[config.mk]
export PLATFORM = sky130hd
export DESIGN_NAME = alu_mismatch_monitor
export DESIGN_NICKNAME = d
export VERILOG_FILES = /design/src/rtl/alu_mismatch_monitor.sv
export SDC_FILE = /design/constraint.sdc
export NUM_CORES = 1
export LEC_CHECK = 0
export ABC_AREA = 1
export ABC_CLOCK_PERIOD_IN_PS = 10300
export CAP_MARGIN = 25
export CORE_UTILIZATION = 59
export CTS_BUF_LIST = sky130_fd_sc_hd__clkbuf_4
export DETAILED_ROUTE_END_ITERATION = 8
export GPL_TIMING_DRIVEN = 0
export PLACE_DENSITY = 0.88
export SYNTH_ARGS = -nofsm -noshare
export SYNTH_HDL_FRONTEND = slang
export SYNTH_SLANG_ARGS = --single-unit
[constraint.sdc]
create_clock -name wb_clk_i -period 10.3 [get_ports wb_clk_i]
set_input_delay 2.06 -clock wb_clk_i [delete_from_list [all_inputs] [get_ports wb_clk_i]]
set_output_delay 2.06 -clock wb_clk_i [all_outputs]
set_load 0.005 [all_outputs]
[src/rtl/alu_mismatch_monitor.sv]
// alu_mismatch_monitor
// Watches the dual-ALU lockstep compare flags, counts samples and mismatches,
// captures the first failing result pair and raises a level interrupt once the
// mismatch count reaches a programmable threshold. Wishbone slave for control.
module alu_mismatch_monitor #(
    parameter logic [31:0] BASE_ADDR  = 32'h3000_0000,
    parameter int          CNT_W      = 16,
    parameter int unsigned DEF_THRESH = 1
) (
    input  logic        wb_clk_i,
    input  logic        wb_rst_i,
    input  logic [3:0]  alu_out1,
    input  logic [3:0]  alu_out2,
    input  logic        carry1,
    input  logic        carry2,
    input  logic [3:0]  x,
    input  logic        y,
    input  logic        sample_en,
    input  logic        wbs_stb_i,
    input  logic        wbs_cyc_i,
    input  logic        wbs_we_i,
    input  logic [3:0]  wbs_sel_i,
    input  logic [31:0] wbs_adr_i,
    input  logic [31:0] wbs_dat_i,
    output logic        wbs_ack_o,
    output logic [31:0] wbs_dat_o,
    output logic        irq
);

    localparam logic [7:0] OFF_CTRL   = 8'h00;
    localparam logic [7:0] OFF_STATUS = 8'h04;
    localparam logic [7:0] OFF_SAMPLE = 8'h08;
    localparam logic [7:0] OFF_MISM   = 8'h0C;
    localparam logic [7:0] OFF_CAPT   = 8'h10;
    localparam logic [7:0] OFF_THRESH = 8'h14;

    typedef enum logic [1:0] {
        ST_IDLE  = 2'd0,
        ST_RUN   = 2'd1,
        ST_FAULT = 2'd2
    } state_t;

    state_t           state_q, state_d;
    logic             irq_q, irq_d;
    logic             running_s, fault_s;
    logic             ack_q;
    logic [31:0]      dat_q;
    logic             en_q;
    logic [CNT_W-1:0] thresh_q;
    logic [31:0]      sample_cnt_q;
    logic [CNT_W-1:0] mism_cnt_q;
    logic [31:0]      capture_q;
    logic             cap_q;

    logic             hit_s, req_s, wr_s;
    logic [7:0]       offset_s;
    logic             ctrl_wr_s, clr_s, en_off_s, thresh_wr_s;
    logic             samp_s, mism_s;
    logic [31:0]      cap_word_s;
    logic [31:0]      thresh_ext_s, mism_ext_s, thresh_wdat_s, rdata_s;
    logic             unused_s;

    // Bus decode: a new access is accepted only when no ack is currently out.
    assign hit_s       = (wbs_adr_i[31:8] == BASE_ADDR[31:8]);
    assign offset_s    = wbs_adr_i[7:0];
    assign req_s       = wbs_stb_i & wbs_cyc_i & hit_s & ~ack_q;
    assign wr_s        = req_s & wbs_we_i;
    assign ctrl_wr_s   = wr_s & (offset_s == OFF_CTRL) & wbs_sel_i[0];
    assign clr_s       = ctrl_wr_s & wbs_dat_i[1];
    assign en_off_s    = ctrl_wr_s & ~wbs_dat_i[0];
    assign thresh_wr_s = wr_s & (offset_s == OFF_THRESH);

    // Sampling is qualified by the FSM having left IDLE; x/y are taken as given.
    assign samp_s     = sample_en & (state_q != ST_IDLE);
    assign mism_s     = samp_s & ((x != 4'd0) | y);
    assign cap_word_s = {sample_cnt_q[15:0], 1'b0, y, x, carry2, carry1, alu_out2, alu_out1};

    // Zero-extend the CNT_W-wide registers and merge byte lanes for THRESH writes.
    always_comb begin
        thresh_ext_s = 32'd0;
        thresh_ext_s[CNT_W-1:0] = thresh_q;
        mism_ext_s = 32'd0;
        mism_ext_s[CNT_W-1:0] = mism_cnt_q;
        for (int b = 0; b < 4; b++) begin
            if (wbs_sel_i[b]) begin
                thresh_wdat_s[8*b +: 8] = wbs_dat_i[8*b +: 8];
            end else begin
                thresh_wdat_s[8*b +: 8] = thresh_ext_s[8*b +: 8];
            end
        end
    end

    // Bits of the merged THRESH word above CNT_W have no storage behind them.
    assign unused_s = ^thresh_wdat_s;

    // FSM state and registered interrupt.
    always_ff @(posedge wb_clk_i or posedge wb_rst_i) begin
        if (wb_rst_i) begin
            state_q <= ST_IDLE;
            irq_q   <= 1'b0;
        end else begin
            state_q <= state_d;
            irq_q   <= irq_d;
        end
    end

    // FSM next state: en=0 write dominates; clr keeps a RUN from faulting that edge.
    always_comb begin
        state_d = state_q;
        if (en_off_s) begin
            state_d = ST_IDLE;
        end else begin
            case (state_q)
                ST_IDLE: begin
                    if (en_q) state_d = ST_RUN;
                    else      state_d = ST_IDLE;
                end
                ST_RUN: begin
                    if (!clr_s && (thresh_q != {CNT_W{1'b0}}) && (mism_cnt_q >= thresh_q)) state_d = ST_FAULT;
                    else                                                                 state_d = ST_RUN;
                end
                ST_FAULT: begin
                    if (clr_s) state_d = ST_RUN;
                    else       state_d = ST_FAULT;
                end
                default: state_d = ST_IDLE;
            endcase
        end
    end

    // FSM outputs: status bits from the current state, irq from the next state.
    always_comb begin
        irq_d = (state_d == ST_FAULT);
        case (state_q)
            ST_RUN:   begin running_s = 1'b1; fault_s = 1'b0; end
            ST_FAULT: begin running_s = 1'b0; fault_s = 1'b1; end
            default:  begin running_s = 1'b0; fault_s = 1'b0; end
        endcase
    end

    // Register read multiplexer; counters are read before this edge's update.
    always_comb begin
        case (offset_s)
            OFF_CTRL:   rdata_s = {31'd0, en_q};
            OFF_STATUS: rdata_s = {29'd0, cap_q, fault_s, running_s};
            OFF_SAMPLE: rdata_s = sample_cnt_q;
            OFF_MISM:   rdata_s = mism_ext_s;
            OFF_CAPT:   rdata_s = capture_q;
            OFF_THRESH: rdata_s = thresh_ext_s;
            default:    rdata_s = 32'd0;
        endcase
    end

    // Wishbone ack pulse and read data, registered together.
    always_ff @(posedge wb_clk_i or posedge wb_rst_i) begin
        if (wb_rst_i) begin
            ack_q <= 1'b0;
            dat_q <= 32'd0;
        end else begin
            ack_q <= req_s;
            if (req_s && !wbs_we_i) dat_q <= rdata_s;
            else                    dat_q <= 32'd0;
        end
    end

    // Writable control registers: CTRL.en and THRESH.
    always_ff @(posedge wb_clk_i or posedge wb_rst_i) begin
        if (wb_rst_i) begin
            en_q     <= 1'b0;
            thresh_q <= CNT_W'(DEF_THRESH);
        end else begin
            if (ctrl_wr_s)   en_q     <= wbs_dat_i[0];
            if (thresh_wr_s) thresh_q <= thresh_wdat_s[CNT_W-1:0];
        end
    end

    // Saturating counters and first-mismatch capture; clr beats a same-edge sample.
    always_ff @(posedge wb_clk_i or posedge wb_rst_i) begin
        if (wb_rst_i) begin
            sample_cnt_q <= 32'd0;
            mism_cnt_q   <= {CNT_W{1'b0}};
            capture_q    <= 32'd0;
            cap_q        <= 1'b0;
        end else if (clr_s) begin
            sample_cnt_q <= 32'd0;
            mism_cnt_q   <= {CNT_W{1'b0}};
            capture_q    <= 32'd0;
            cap_q        <= 1'b0;
        end else begin
            if (samp_s && (sample_cnt_q != 32'hFFFF_FFFF)) sample_cnt_q <= sample_cnt_q + 32'd1;
            if (mism_s && (mism_cnt_q != {CNT_W{1'b1}}))  mism_cnt_q   <= mism_cnt_q + CNT_W'(1);
            if (mism_s && !cap_q) begin
                capture_q <= cap_word_s;
                cap_q     <= 1'b1;
            end
        end
    end

    assign wbs_ack_o = ack_q;
    assign wbs_dat_o = dat_q;
    assign irq       = irq_q;

endmodule
== Word level (Yosys, flattened, before mapping) ==
Cells that the tools add are included.

* Flip-flop bits (word level): 134
* Input bits: 89
* Output and inout port bits: 34
* Logic and storage cells: 75

* Add/subtract/negate cells: 2
* Order comparisons: 1
* Equal/unequal tests: 11
* Multiplexer cells: 17
* Bitwise operators: 14
* Reduce and logical (&&, ||, !) cells: 19

{| class="wikitable"
|+ Operator list
! operator !! number
|-
| $pmux 32 s6 || 1
|-
| $mux 32 || 5
|-
| $add 32x1->32 const B || 1
|-
| $mux 16 || 2
|-
| $ne 32x32->1 const B || 1
|-
| $eq 24x22->1 const B || 1
|-
| $add 16x1->16 const B || 1
|-
| $eq 8x4->1 const B || 2
|-
| $eq 8x5->1 const B || 2
|-
| $ge 16x16->1 || 1
|-
| $ne 16x16->1 const B || 1
|-
| $reduce_bool 16->1 || 1
|-
| $and 1x1->1 || 11
|-
| $eq 8x3->1 const B || 1
|-
| $logic_not 8->1 || 1
|-
| $reduce_bool 2->1 || 4
|-
| $logic_and 1x1->1 || 6
|-
| $mux 2 || 3
|-
| $pmux 2 s3 || 1
|-
| $mux 1 || 5
|-
| $eq 2x2->1 const B || 2
|-
| $reduce_and 2->1 || 2
|-
| $reduce_bool 4->1 || 1
|-
| $logic_not 1->1 || 3
|-
| other kinds (4) || 5
|}

== Logic depth before layout (Yosys ltp) ==
* Depth after elaboration: 14
* Depth in mapped cells: 13
* Depth with buffers taken out: 13

== Worst setup path before layout ==
Ideal clock, no wire load.

* Kind: in2reg
* Start: in wbs_adr_i[1]
* End: reg sample_cnt_q[23]
* Library setup time: 121 ps
* Data arrival time: 3283 ps
* Data required time: 10179 ps
* Path slack: 6895 ps
* Stages: 9
* Path buffers: 1
* Cell sequence: nor2_1 -> nand2_1 -> nor3_2 -> nand4_2 -> nor2_4 -> inv_2 -> buf_2 -> o21ai_0 -> nor2_1

* Cells in the longest elaborated chain, start to end: 5
* Elaborated cells between the ends (all ways): 6
* Those cells by class: 1 x mux; 3 x bitwise; 2 x reduce/logical

{| class="wikitable"
|+ RTL lines
! item !! RTL line !! RTL
|-
| start: declaration || 23 || <nowiki>input logic [31:0] wbs_adr_i,</nowiki>
|-
| $logic_not 8->1 (*) || 68 || <nowiki>assign ctrl_wr_s = wr_s & (offset_s == OFF_CTRL) & wbs_sel_i[0];</nowiki>
|-
| $and 1x1->1 (*) (2 in a row) || 68 ||
|-
| $and 1x1->1 (*) || 69 || <nowiki>assign clr_s = ctrl_wr_s & wbs_dat_i[1];</nowiki>
|-
| $mux 32 / $reduce_bool 2->1 (equally long branches) || -- ||
|-
| end signal: assignment || 190 || <nowiki>if (samp_s && (sample_cnt_q != 32'hFFFF_FFFF)) sample_cnt_q <= sample_cnt_q + 32'd1;</nowiki>
|-
| end: declaration || 50 || <nowiki>logic [31:0] sample_cnt_q;</nowiki>
|}

Mark *: on every way between the ends. The rest lies on a longest branch, timed or not.
A chain may end at the register's enable or synchronous reset.

== Final worst setup path ==
* Start: in wbs_adr_i[1]
* End: reg capture_q[9]

* Cells in the longest elaborated chain, start to end: 5
* Elaborated cells between the ends (all ways): 6
* Those cells by class: 1 x mux; 3 x bitwise; 2 x reduce/logical

{| class="wikitable"
|+ RTL lines
! item !! RTL line !! RTL
|-
| $logic_not 8->1 (*) || 68 ||
|-
| $and 1x1->1 (*) (2 in a row) || 68 ||
|-
| $and 1x1->1 (*) || 69 ||
|-
| $mux 32 / $reduce_bool 2->1 (equally long branches) || -- ||
|-
| end signal: assignment || 193 || <nowiki>capture_q <= cap_word_s;</nowiki>
|-
| end: declaration || 52 || <nowiki>logic [31:0] capture_q;</nowiki>
|}

Marks and branches as above.

==> flow_metrics.env <==
export IMPL_outcome="finished, violations left"
export IMPL_violations="DRC"
export IMPL_final_core_util_pct=74.5
export IMPL_die_h_um=112
export IMPL_reg2reg_from="wbs_ack_o$_DFF_PP0_"
export IMPL_worstMarginPinSlew_ns=0.725
export IMPL_critical_path_required_ns=10.73
export IMPL_vias=6992
export IMPL_final_period_utilization_pct=38.4
export IMPL_async_flop_share_pct=100
export IMPL_fin_setup_tns_ns=0
export IMPL_yosys_warnings=0
export IMPL_power_leakage_nw=4.19
export IMPL_drc=16
export IMPL_syn_num_nets=1033
export IMPL_hold_buffers=0
export IMPL_grt_first_pass_wirelength_um=32600
export IMPL_worstSetupStartpoint="wbs_adr_i[1]"
export IMPL_place_inst=1174
export IMPL_rows=39
export IMPL_timing_critical_path_cells="clkdlybuf4s50_1, nor2_1, nand2_1, nor3_2, nand4_1, nand2_1, buf_2, o21ai_0"
export IMPL_detail_route_wl_per_cell_um=16.7
export IMPL_rsz0062_at_grt="no"
export IMPL_first_pass_iters=8
export IMPL_cp_slowest_cell="nand4_1"
export IMPL_gr_total_overflow=0
export IMPL_max_vdd_ir_drop_mv=0.138
export IMPL_cts_tree="done"
export IMPL_clock_latency_ns=0.57
export IMPL_reg2reg_depth=11
export IMPL_post_cts_buffers=0
export IMPL_dr_first_iter_drc_count=855
export IMPL_antenna_found_initial=0
export IMPL_min_from="thresh_q[0]$_DFFE_PP1P_"
export IMPL_final_cell_mix="nand2_1 (197), dfrtp_1 (132), inv_1 (129)"
export IMPL_fp_dieW_um=112
export IMPL_place_gp_congestion=0.933
export IMPL_cap_viol_max_count=0
export IMPL_grt_max_degree=104
export IMPL_cp_max_fo=10
export IMPL_relSlewSlack_pct=51.7
export IMPL_fin_worst_skew_ns=0.0235
export IMPL_critPathTopFamily="simple AND/OR/NAND/NOR gates"
export IMPL_layoutNonFillerInstCount=1206
export IMPL_power_density_nw_per_um2=139
export IMPL_io_pins=123
export IMPL_ctsHtreeMaxLevel=4
export IMPL_final_common_cell="nand2_1"
export IMPL_grt_pass1_vias=6728
export IMPL_drive_gt1_share_pct=6.59
export IMPL_setup_viol=0
export IMPL_antenna_left=0
export IMPL_root_buffer="clkbuf_4"
export IMPL_critPathLaunchType="primary input"
export IMPL_slew_violations=0
export IMPL_cts_buffers=17
export IMPL_routed_wl_um=20100
export IMPL_path_clk_slew_ns=0.12
export IMPL_synthCells=926
export IMPL_hold_path_class="register to register"
export IMPL_crit_path_max_incr_delay_ns=0.47
export IMPL_viasPerCell=5.80
export IMPL_synth_cell_types=41
export IMPL_holdPathStages=2
export IMPL_syn_area_per_cell_sq_um=7.70
export IMPL_io_buffers=104
export IMPL_die_area_sq_um=12500
export IMPL_synth_edff_count=0
export IMPL_period_minus_slack_ns=3.95
export IMPL_fmax_mhz=253
export IMPL_cp_depth=8
export IMPL_hold_viol_final=0
export IMPL_end_kind="register"
export IMPL_crit_top_cell="nand2_1"
export IMPL_syn_area_sq_um=7130
export IMPL_ys_seq_area_share_pct=46.7
export IMPL_cp_arrival_ns=4.39
export IMPL_ys_flop_type="dfrtp_1"
export IMPL_antenna_cells=0
export IMPL_clockBufferDepth=2
export IMPL_coreArea_sq_um=11600
export IMPL_fill_cells=929
export IMPL_path_class="primary input to register"
export IMPL_cts_sinks=133
export IMPL_initial_core_util_pct=61.4
export IMPL_fin_nets=1157
export IMPL_dpl_hpwl_um=14900
export IMPL_cts_resized=0
export IMPL_path_buf_inv=2
export IMPL_synth_seq_cells=133
export IMPL_grt_usage_pct=34.1
export IMPL_area_growth_syn_to_layout_pct=21.4
[cell usage after synthesis (3+ instances only)]
master	n	area (sq um)
dfrtp_1	132	3300
nand4_1	13	81.3
and3_1	3	18.8
o31ai_1	11	82.6
o22ai_1	10	62.6
buf_2	8	40.0
o221ai_1	5	43.8
nand3_1	87	435
a21oi_1	75	375
mux2_2	8	90.1
nor2_1	107	402
nand2_1	197	739
inv_1	130	488
o21ai_0	39	195
inv_2	3	11.3
ha_1	18	225
nor2_2	3	18.8
nor4_1	6	37.5
or2_2	3	18.8
nor3_1	22	110
clkbuf_1	18	67.6
[worst reg2reg max path, delay by kind of cell (launching register included)]
family	cells	cell delay [ns]
buffers and inverters	2	0.38
AO/OA/AOI/OAI	1	0.13
AND/OR/NAND/NOR	8	1.23
flip-flops	1	0.39
[per-layer routing]
layer,track usage (%),vias to the layer above,wire length (um),share of wire [%]
met3,10.8,59,2460,12
met2,51.7,391,8770,44
met5,0,-,0,0
met4,14.1,0,599,3.0
met1,45.3,3265,8260,41
li1,-,3277,-,-
[flip-flops by register name, summed over array words and instances (netlist names)]
name          cells
state_q           2
en_q              1
irq               1
cap_q             1
sample_cnt_q     32
wbs_dat_o        32
thresh_q         16
wbs_ack_o         1
capture_q        31
mism_cnt_q       16
[cell type report]
class                      count  area [sq um]  area share, %
sequential                   133          3330           38.5
multi-input combinational    630          3160           36.5
timing repair buffer         105          1070           12.4
inverter                     134           508           5.87
tap                          143           179           2.07
buffer                        29           138           1.59
clock buffer                  18           135           1.56
clock inverter                14           135           1.56
[path summary, 6_finish.rpt]
path | endpoint | slack [ns]
worst max-delay path | capture_q[9]$_DFFE_PP0P_ | 6.35
worst min-delay path | thresh_q[0]$_DFFE_PP1P_ | 0.51
worst max register to register | capture_q[9]$_DFFE_PP0P_ | 8.03
worst min register to register | thresh_q[0]$_DFFE_PP1P_ | 0.51
max in group asynchronous | sample_cnt_q[20]$_DFFE_PP0P_ | 7.67
min in group asynchronous | irq$_DFF_PP0_ | 1.83
[per-stage QoR]
stage          setup WS [ns]  hold slack [ns]  instance area (sq um)  power (mW)
6_report                6.35            0.508                   8650        1.20
5_1_grt                 6.24            0.552                   8650        1.27
3_5_place_dp            5.84            0.488                   8380       0.856
3_3_place_gp            2.94            0.486                   8350       0.844
2_1_floorplan           4.69            0.461                   7130       0.769
4_1_cts                 6.41            0.506                   8650        1.20
[power by group]
group	switching (mW)	total [mW]	internal [mW]
sequential	0.0615	0.623	0.562
combinational	0.137	0.232	0.0951
clock	0.204	0.348	0.144
total	0.402	1.20	0.801
[logic make-up after synthesis]
kind of cell / after synthesis / synth area share (%)
compound gates: 147 / 11.4
simple gates: 455 / 28.2
mux: 8 / 1.26
xor+xnor: 2 / 0.246
flops: 133 / 46.7
buf+inv: 163 / 8.99
fa+ha+maj: 18 / 3.16
(Power assumes the default switching activity.)
